==> src/rtl/pid_chan_sched_if.sv <==
// Handshake bundle between the channel scheduler, the shared pid_core and the source mux.
interface pid_chan_sched_if #(
    parameter int W_IN   = 18,
    parameter int W_CHAN = 2,
    parameter int W_OUT  = 64
);
    logic [W_IN-1:0]   pid_data_out;
    logic              pid_valid_out;
    logic [W_CHAN-1:0] pid_chan_out;
    logic [W_OUT-1:0]  pid_data_in;
    logic              pid_valid_in;
    logic [W_OUT-1:0]  data_out;
    logic [W_CHAN-1:0] chan_out;
    logic              data_valid_out;

    modport master (
        output pid_data_out, pid_valid_out, pid_chan_out,
        input  pid_data_in, pid_valid_in,
        output data_out, chan_out, data_valid_out
    );

    modport slave (
        input  pid_data_out, pid_valid_out, pid_chan_out,
        output pid_data_in, pid_valid_in,
        input  data_out, chan_out, data_valid_out
    );
endinterface

==> src/rtl/pid_chan_sched.sv <==
// Round-robin time-multiplexer of one pid_core across N_CHAN channels, with a
// one-deep pending slot per channel and sticky overrun / core-timeout status.
module pid_chan_slot #(
    parameter int W_IN = 18
) (
    input  logic            clk_i,
    input  logic            rst_i,
    input  logic            strobe_i,
    input  logic            en_i,
    input  logic            grant_i,
    input  logic            clear_i,
    input  logic [W_IN-1:0] data_i,
    output logic            pend_o,
    output logic            ovr_o,
    output logic [W_IN-1:0] data_o
);
    logic            pend_q, pend_d;
    logic            ovr_q, ovr_d;
    logic [W_IN-1:0] data_q;

    // A strobe always leaves the slot pending, even against grant or clear.
    always_comb begin
        pend_d = pend_q;
        ovr_d  = ovr_q;
        if (grant_i || clear_i || !en_i) pend_d = 1'b0;
        if (strobe_i && pend_q && !grant_i) ovr_d = 1'b1;
        if (clear_i) ovr_d = 1'b0;
        if (strobe_i) pend_d = 1'b1;
    end

    always_ff @(posedge clk_i) begin
        if (rst_i) begin
            pend_q <= 1'b0;
            ovr_q  <= 1'b0;
            data_q <= '0;
        end else begin
            pend_q <= pend_d;
            ovr_q  <= ovr_d;
            if (strobe_i) data_q <= data_i;
        end
    end

    assign pend_o = pend_q;
    assign ovr_o  = ovr_q;
    assign data_o = data_q;
endmodule

module pid_chan_sched #(
    parameter int N_CHAN  = 4,
    parameter int W_CHAN  = 2,
    parameter int W_IN    = 18,
    parameter int W_OUT   = 64,
    parameter int TIMEOUT = 16
) (
    input  logic                   clk_in,
    input  logic                   reset_in,
    input  logic [N_CHAN*W_IN-1:0] data_in,
    input  logic [N_CHAN-1:0]      data_valid_in,
    input  logic [N_CHAN-1:0]      chan_en_in,
    input  logic                   clear_in,
    pid_chan_sched_if.master       bus,
    output logic [N_CHAN-1:0]      overrun_out,
    output logic                   timeout_out,
    output logic                   busy_out
);
    localparam int W_CNT = $clog2(TIMEOUT);

    typedef enum logic [1:0] {
        ST_IDLE  = 2'd0,
        ST_ISSUE = 2'd1,
        ST_WAIT  = 2'd2,
        ST_SEND  = 2'd3
    } state_t;

    state_t            state_q, state_d;
    logic [W_CHAN-1:0] rr_q, rr_d;
    logic [W_IN-1:0]   pid_data_q, pid_data_d;
    logic [W_CHAN-1:0] pid_chan_q, pid_chan_d;
    logic [W_CNT-1:0]  cnt_q, cnt_d;
    logic [W_OUT-1:0]  res_q, res_d;
    logic [W_CHAN-1:0] res_chan_q, res_chan_d;
    logic              timeout_q, timeout_d;

    logic [N_CHAN-1:0]           pend, req, grant;
    logic [N_CHAN-1:0][W_IN-1:0] slot_data;
    logic                        any_req;
    logic [W_CHAN-1:0]           sel;

    for (genvar k = 0; k < N_CHAN; k++) begin : g_slot
        pid_chan_slot #(.W_IN(W_IN)) u_slot (
            .clk_i    (clk_in),
            .rst_i    (reset_in),
            .strobe_i (data_valid_in[k] & chan_en_in[k]),
            .en_i     (chan_en_in[k]),
            .grant_i  (grant[k]),
            .clear_i  (clear_in),
            .data_i   (data_in[k*W_IN +: W_IN]),
            .pend_o   (pend[k]),
            .ovr_o    (overrun_out[k]),
            .data_o   (slot_data[k])
        );
    end

    assign req = pend & chan_en_in;

    // Search starts just after the last served channel; rr itself is checked last.
    always_comb begin
        any_req = 1'b0;
        sel     = rr_q;
        for (int i = 1; i <= N_CHAN; i++) begin
            if (!any_req && req[(int'(rr_q) + i) % N_CHAN]) begin
                any_req = 1'b1;
                sel     = W_CHAN'((int'(rr_q) + i) % N_CHAN);
            end
        end
    end

    always_comb begin
        state_d    = state_q;
        rr_d       = rr_q;
        pid_data_d = pid_data_q;
        pid_chan_d = pid_chan_q;
        cnt_d      = cnt_q;
        res_d      = res_q;
        res_chan_d = res_chan_q;
        timeout_d  = timeout_q;
        grant      = '0;
        case (state_q)
            ST_IDLE: begin
                if (any_req) begin
                    grant[sel] = 1'b1;
                    pid_data_d = slot_data[sel];
                    pid_chan_d = sel;
                    rr_d       = sel;
                    state_d    = ST_ISSUE;
                end
            end
            ST_ISSUE: begin
                cnt_d   = '0;
                state_d = ST_WAIT;
            end
            ST_WAIT: begin
                if (bus.pid_valid_in) begin
                    res_d      = bus.pid_data_in;
                    res_chan_d = pid_chan_q;
                    state_d    = ST_SEND;
                end else if (cnt_q == W_CNT'(TIMEOUT - 1)) begin
                    timeout_d = 1'b1;
                    state_d   = ST_IDLE;
                end else begin
                    cnt_d = cnt_q + 1'b1;
                end
            end
            ST_SEND: state_d = ST_IDLE;
            default: state_d = ST_IDLE;
        endcase
        if (clear_in) timeout_d = 1'b0;
    end

    always_ff @(posedge clk_in) begin
        if (reset_in) begin
            state_q    <= ST_IDLE;
            rr_q       <= '0;
            pid_data_q <= '0;
            pid_chan_q <= '0;
            cnt_q      <= '0;
            res_q      <= '0;
            res_chan_q <= '0;
            timeout_q  <= 1'b0;
        end else begin
            state_q    <= state_d;
            rr_q       <= rr_d;
            pid_data_q <= pid_data_d;
            pid_chan_q <= pid_chan_d;
            cnt_q      <= cnt_d;
            res_q      <= res_d;
            res_chan_q <= res_chan_d;
            timeout_q  <= timeout_d;
        end
    end

    assign bus.pid_data_out   = pid_data_q;
    assign bus.pid_chan_out   = pid_chan_q;
    assign bus.pid_valid_out  = (state_q == ST_ISSUE);
    assign bus.data_out       = res_q;
    assign bus.chan_out       = res_chan_q;
    assign bus.data_valid_out = (state_q == ST_SEND);
    assign timeout_out        = timeout_q;
    assign busy_out           = (state_q != ST_IDLE);
endmodule

==> src/flat_wrapper.sv <==
// flat-port wrapper written by rule: the top's interface ports become plain ports
module pid_chan_sched_flat 
#(
    parameter int N_CHAN  = 4,
    parameter int W_CHAN  = 2,
    parameter int W_IN    = 18,
    parameter int W_OUT   = 64,
    parameter int TIMEOUT = 16
)
  (clk_in, reset_in, data_in, data_valid_in, chan_en_in, clear_in, overrun_out, timeout_out, busy_out, bus_pid_data_out, bus_pid_valid_out, bus_pid_chan_out, bus_pid_data_in, bus_pid_valid_in, bus_data_out, bus_chan_out, bus_data_valid_out);
  pid_chan_sched_if #(.W_IN(W_IN), .W_CHAN(W_CHAN), .W_OUT(W_OUT)) bus_i ();
  input  logic clk_in;
  input  logic reset_in;
  input  logic [N_CHAN*W_IN-1:0] data_in;
  input  logic [N_CHAN-1:0] data_valid_in;
  input  logic [N_CHAN-1:0] chan_en_in;
  input  logic clear_in;
  output logic [N_CHAN-1:0] overrun_out;
  output logic timeout_out;
  output logic busy_out;
  output wire logic [$bits(bus_i.pid_data_out)-1:0] bus_pid_data_out;
  output wire logic [$bits(bus_i.pid_valid_out)-1:0] bus_pid_valid_out;
  output wire logic [$bits(bus_i.pid_chan_out)-1:0] bus_pid_chan_out;
  input wire logic [$bits(bus_i.pid_data_in)-1:0] bus_pid_data_in;
  input wire logic [$bits(bus_i.pid_valid_in)-1:0] bus_pid_valid_in;
  output wire logic [$bits(bus_i.data_out)-1:0] bus_data_out;
  output wire logic [$bits(bus_i.chan_out)-1:0] bus_chan_out;
  output wire logic [$bits(bus_i.data_valid_out)-1:0] bus_data_valid_out;
  assign bus_pid_data_out = bus_i.pid_data_out;
  assign bus_pid_valid_out = bus_i.pid_valid_out;
  assign bus_pid_chan_out = bus_i.pid_chan_out;
  assign bus_i.pid_data_in = bus_pid_data_in;
  assign bus_i.pid_valid_in = bus_pid_valid_in;
  assign bus_data_out = bus_i.data_out;
  assign bus_chan_out = bus_i.chan_out;
  assign bus_data_valid_out = bus_i.data_valid_out;
  pid_chan_sched #(.N_CHAN(N_CHAN), .W_CHAN(W_CHAN), .W_IN(W_IN), .W_OUT(W_OUT), .TIMEOUT(TIMEOUT)) u_core (.clk_in(clk_in), .reset_in(reset_in), .data_in(data_in), .data_valid_in(data_valid_in), .chan_en_in(chan_en_in), .clear_in(clear_in), .bus(bus_i), .overrun_out(overrun_out), .timeout_out(timeout_out), .busy_out(busy_out));
endmodule
==> config.mk <==
export PLATFORM = sky130hd
export DESIGN_NAME = pid_chan_sched_flat
export DESIGN_NICKNAME = d
export VERILOG_FILES = /design/src/rtl/pid_chan_sched_if.sv /design/src/rtl/pid_chan_sched.sv /design/src/flat_wrapper.sv
export SDC_FILE = /design/constraint.sdc
export NUM_CORES = 1
export LEC_CHECK = 0
export CORE_MARGIN = 2
export CORE_UTILIZATION = 48
export DETAILED_ROUTE_END_ITERATION = 7
export GPL_TIMING_DRIVEN = 1
export PLACE_DENSITY = 0.84
export SLEW_MARGIN = 20
export SYNTH_ARGS = -nofsm -noshare
export SYNTH_HDL_FRONTEND = slang
export SYNTH_SLANG_ARGS = --single-unit
==> constraint.sdc <==
create_clock -name clk_in -period 5.3 [get_ports clk_in]
set_input_delay 0.795 -clock clk_in [delete_from_list [all_inputs] [get_ports clk_in]]
set_output_delay 0.795 -clock clk_in [all_outputs]
set_load 0.01 [all_outputs]
==> impl_results.md <==
- Status: complete, no violations
- Number of inserted diodes: 0
- Cell Area, Synth: 0.006644 mm²
- Post-synthesis register bit count: 173
- # setup viols final: 0
- Fin Setup TNS: 0 ps
- Post-synth EDFFs: 0
- Post-synth ARST share: 0%
- Die area: 0.01480 mm²
- All-Layer GR Usage: 26.39%
- DRT iter0 DRCs: 476
- Final Non-Filler Cells: 1196
- Share of cells above drive strength 1: 4.412%
- First-pass GRT wire length: 30490 µm
- Number of global-route vias before repair: 6034
- Commonest non-fill, non-tap cells in the layout: nand2_1, clkdlybuf4s50_1, dfxtp_1
- Sw power: 0.7612 mW
- Clk buf depth: 2
- Largest net degree at the start of global routing: 99
- Layout Nets: 1156
- CP startpoint kind: input port
- Per-cell routed wire length: 16.48 µm
- Die Y: 121.7 µm
- FP Rows: 42
- Post-route minimum period: 3058 ps
- Max Freq: 327.0 MHz
- Setup CP Type: in -> reg
- Maximum vdd drop: 271.7 µV
- CTS Buf Count: 17
- IO Count: 242
- Most common cell after layout, fill and taps aside: nand2_1
- Leakage power: 3.485 nW
- Syn. warnings: 0
- Switching Fraction: 23.81%
- Grt total ovfl: 0
- # DRC: 0
- Clock latency on the worst-skew pair: 420 ps
- Max-slew violations: 0
- Syn nets: 952
- Gpl congestion: 0.8335
- Dpl cells: 1164
- Clock share of power: 41.8%
- Gate Count Post-Synth: 803
- Quantity of hold-fixing buffers added after cts: 0
- Core box area: 0.01340 mm²
- Worst hold path class: reg -> reg
- Max Clock Skew: 5.551 ps
- Setup Fix Bufs, Post-CTS: 0
- Worst Tran Pin Value: 1045 ps
- Main synth FF type: dfxtp_1
- ANT nets after route: 0
- DRT Pass-1 Iters: 5
- CP max FO: 20
- Starting Density: 49.58%
- CTS root buffer: clkbuf_16
- PwrDens: 329.9 mW/mm²
- Synthesis-to-layout area growth: 45.88%
- Crit path required time: 5610 ps
- Yosys cell types: 41
- Via density: 5.247
- RSZ-0062 raised after global routing: no
- Number of port buffers: 241
- Avg Inst Size Synth: 8.274 µm²
- Setup WS post-layout: 2242 ps
- Post-CTS sizing: 0
- CTS tree: built
- DRT Wirelength: 19710 µm
- Slew headroom: 30.13%
- Sequential share of the synthesized area: 52.13%
- DP Wirelength: 13350 µm
- Fin Hold WS: 453.2 ps
- Post-place setup slack: 1938 ps
- Initial antenna violation count: 0
- Reg power frac: 43.9%
- Final Hold Viols: 0
- Clock slew at reported path FFs: 60 ps
- Die extent in x: 121.7 µm
- Vias: 6276
- Crit end category: flip-flop
- H-tree levels: 4
- Comb power frac: 14.3%
- Final Cycle Share: 57.70%
- Clock Sinks: 173
- Pint: 2.436 mW
- Crit path DAT: 3370 ps
- Number of max-cap violations: 0
critical path, cell delays in order:
cell and delay, ps:
clkdlybuf4s50_1 540, nand2_1 180, o221a_1 330, o21ai_4 600
buf_4 460, mux2i_1 120, a221oi_1 320
metrics by stage:
step / power [mW] / cell area [µm²] / utilization (%)
2_1_floorplan: 1.659 / 6644 / -
3_3_place_gp: 1.874 / 9040 / 67.46
3_5_place_dp: 1.882 / 9040 / 67.46
4_1_cts: 3.212 / 9683 / 72.26
5_1_grt: 3.309 / 9692 / 72.32
6_report: 3.198 / 9692 / 72.32
flip-flops by register name, indices dropped and copies added, names as in the netlist:
name,count
u_core.g_slot.u_slot.data_o,72
u_core.state_q,2
u_core.bus.data_out,64
u_core.timeout_out,1
u_core.bus.chan_out,2
u_core.cnt_q,4
u_core.bus.pid_chan_out,2
u_core.g_slot.u_slot.pend_o,4
u_core.g_slot.u_slot.ovr_o,4
u_core.bus.pid_data_out,18
kinds of logic after synthesis:
| logic type | after synthesis | synth area share (%) |
|---|---|---|
| DFF | 173 | 52.13 |
| adders and majority gates | 1 | 0.1883 |
| muxes | 37 | 5.574 |
| xor gates and xnor gates | 1 | 0.1319 |
| AOI/OAI and AO/OA | 207 | 18.46 |
| buffers and inverters | 64 | 4.652 |
| and+or+nand+nor | 320 | 18.87 |
cell usage after synthesis, types with 2 or more instances:
library cell / n / area share, %
buf_2: 2 / 0.15
a221oi_1: 18 / 2.4
nand2_1: 292 / 16
nor3_1: 2 / 0.15
buf_1: 6 / 0.34
nand3_1: 2 / 0.15
o21a_1: 5 / 0.57
a31oi_1: 2 / 0.19
and2_1: 6 / 0.57
nor2_1: 10 / 0.57
buf_6: 2 / 0.34
a211oi_1: 2 / 0.23
clkbuf_1: 44 / 2.5
mux2i_1: 37 / 5.6
and3b_1: 2 / 0.26
dfxtp_1: 173 / 52
o21bai_1: 18 / 2.0
buf_4: 5 / 0.57
a21oi_1: 147 / 11
a41oi_1: 2 / 0.26
a211o_1: 3 / 0.40
buf_12: 2 / 0.60
inv_1: 3 / 0.17
worst paths after layout:
| check | start | end | slack (ps) | cells after the start |
|---|---|---|---|---|
| worst max-delay path | chan_en_in[1] | u_core.bus.pid_data_out[3]$_SDFFE_PP0P_ | 2240 | 7 |
| worst min-delay path | u_core.bus.data_out[27]$_SDFFE_PP0P_ | u_core.bus.data_out[27]$_SDFFE_PP0P_ | 450 | 2 |
| worst max register to register | u_core.g_slot[3].u_slot.pend_o$_SDFFE_PP0P_ | u_core.bus.pid_data_out[3]$_SDFFE_PP0P_ | 2830 | 6 |
| worst min register to register | u_core.bus.data_out[27]$_SDFFE_PP0P_ | u_core.bus.data_out[27]$_SDFFE_PP0P_ | 450 | 2 |
metal layers:
metal	track usage [%]	up-vias	share of wire [%]
met5	0	-	0
met4	12.50	0	3.3
met3	5.431	47	7.0
met2	44.07	243	49
met1	32.72	2889	41
li1	-	3097	-
power groups by stage:
stage | logic (mW) | registers [mW] | clock network (mW)
3_5_place_dp | 0.452 | 1.43 | 0
5_1_grt | 0.492 | 1.41 | 1.41
3_3_place_gp | 0.444 | 1.43 | 0
6_report | 0.456 | 1.40 | 1.34
4_1_cts | 0.456 | 1.40 | 1.35
2_1_floorplan | 0.225 | 1.43 | 0
final cells by class:
| cell class | count | area (µm²) |
|---|---|---|
| fill | 1066 | 3709 |
| tap | 176 | 220.2 |
| inverter | 3 | 11.26 |
| sequential | 173 | 3463 |
| timing repair buffer | 246 | 2447 |
| multi-input combinational | 566 | 2907 |
| clock buffer | 21 | 480.5 |
| clock inverter | 11 | 162.7 |
Note: power is estimated with default switching activity, not from simulation.
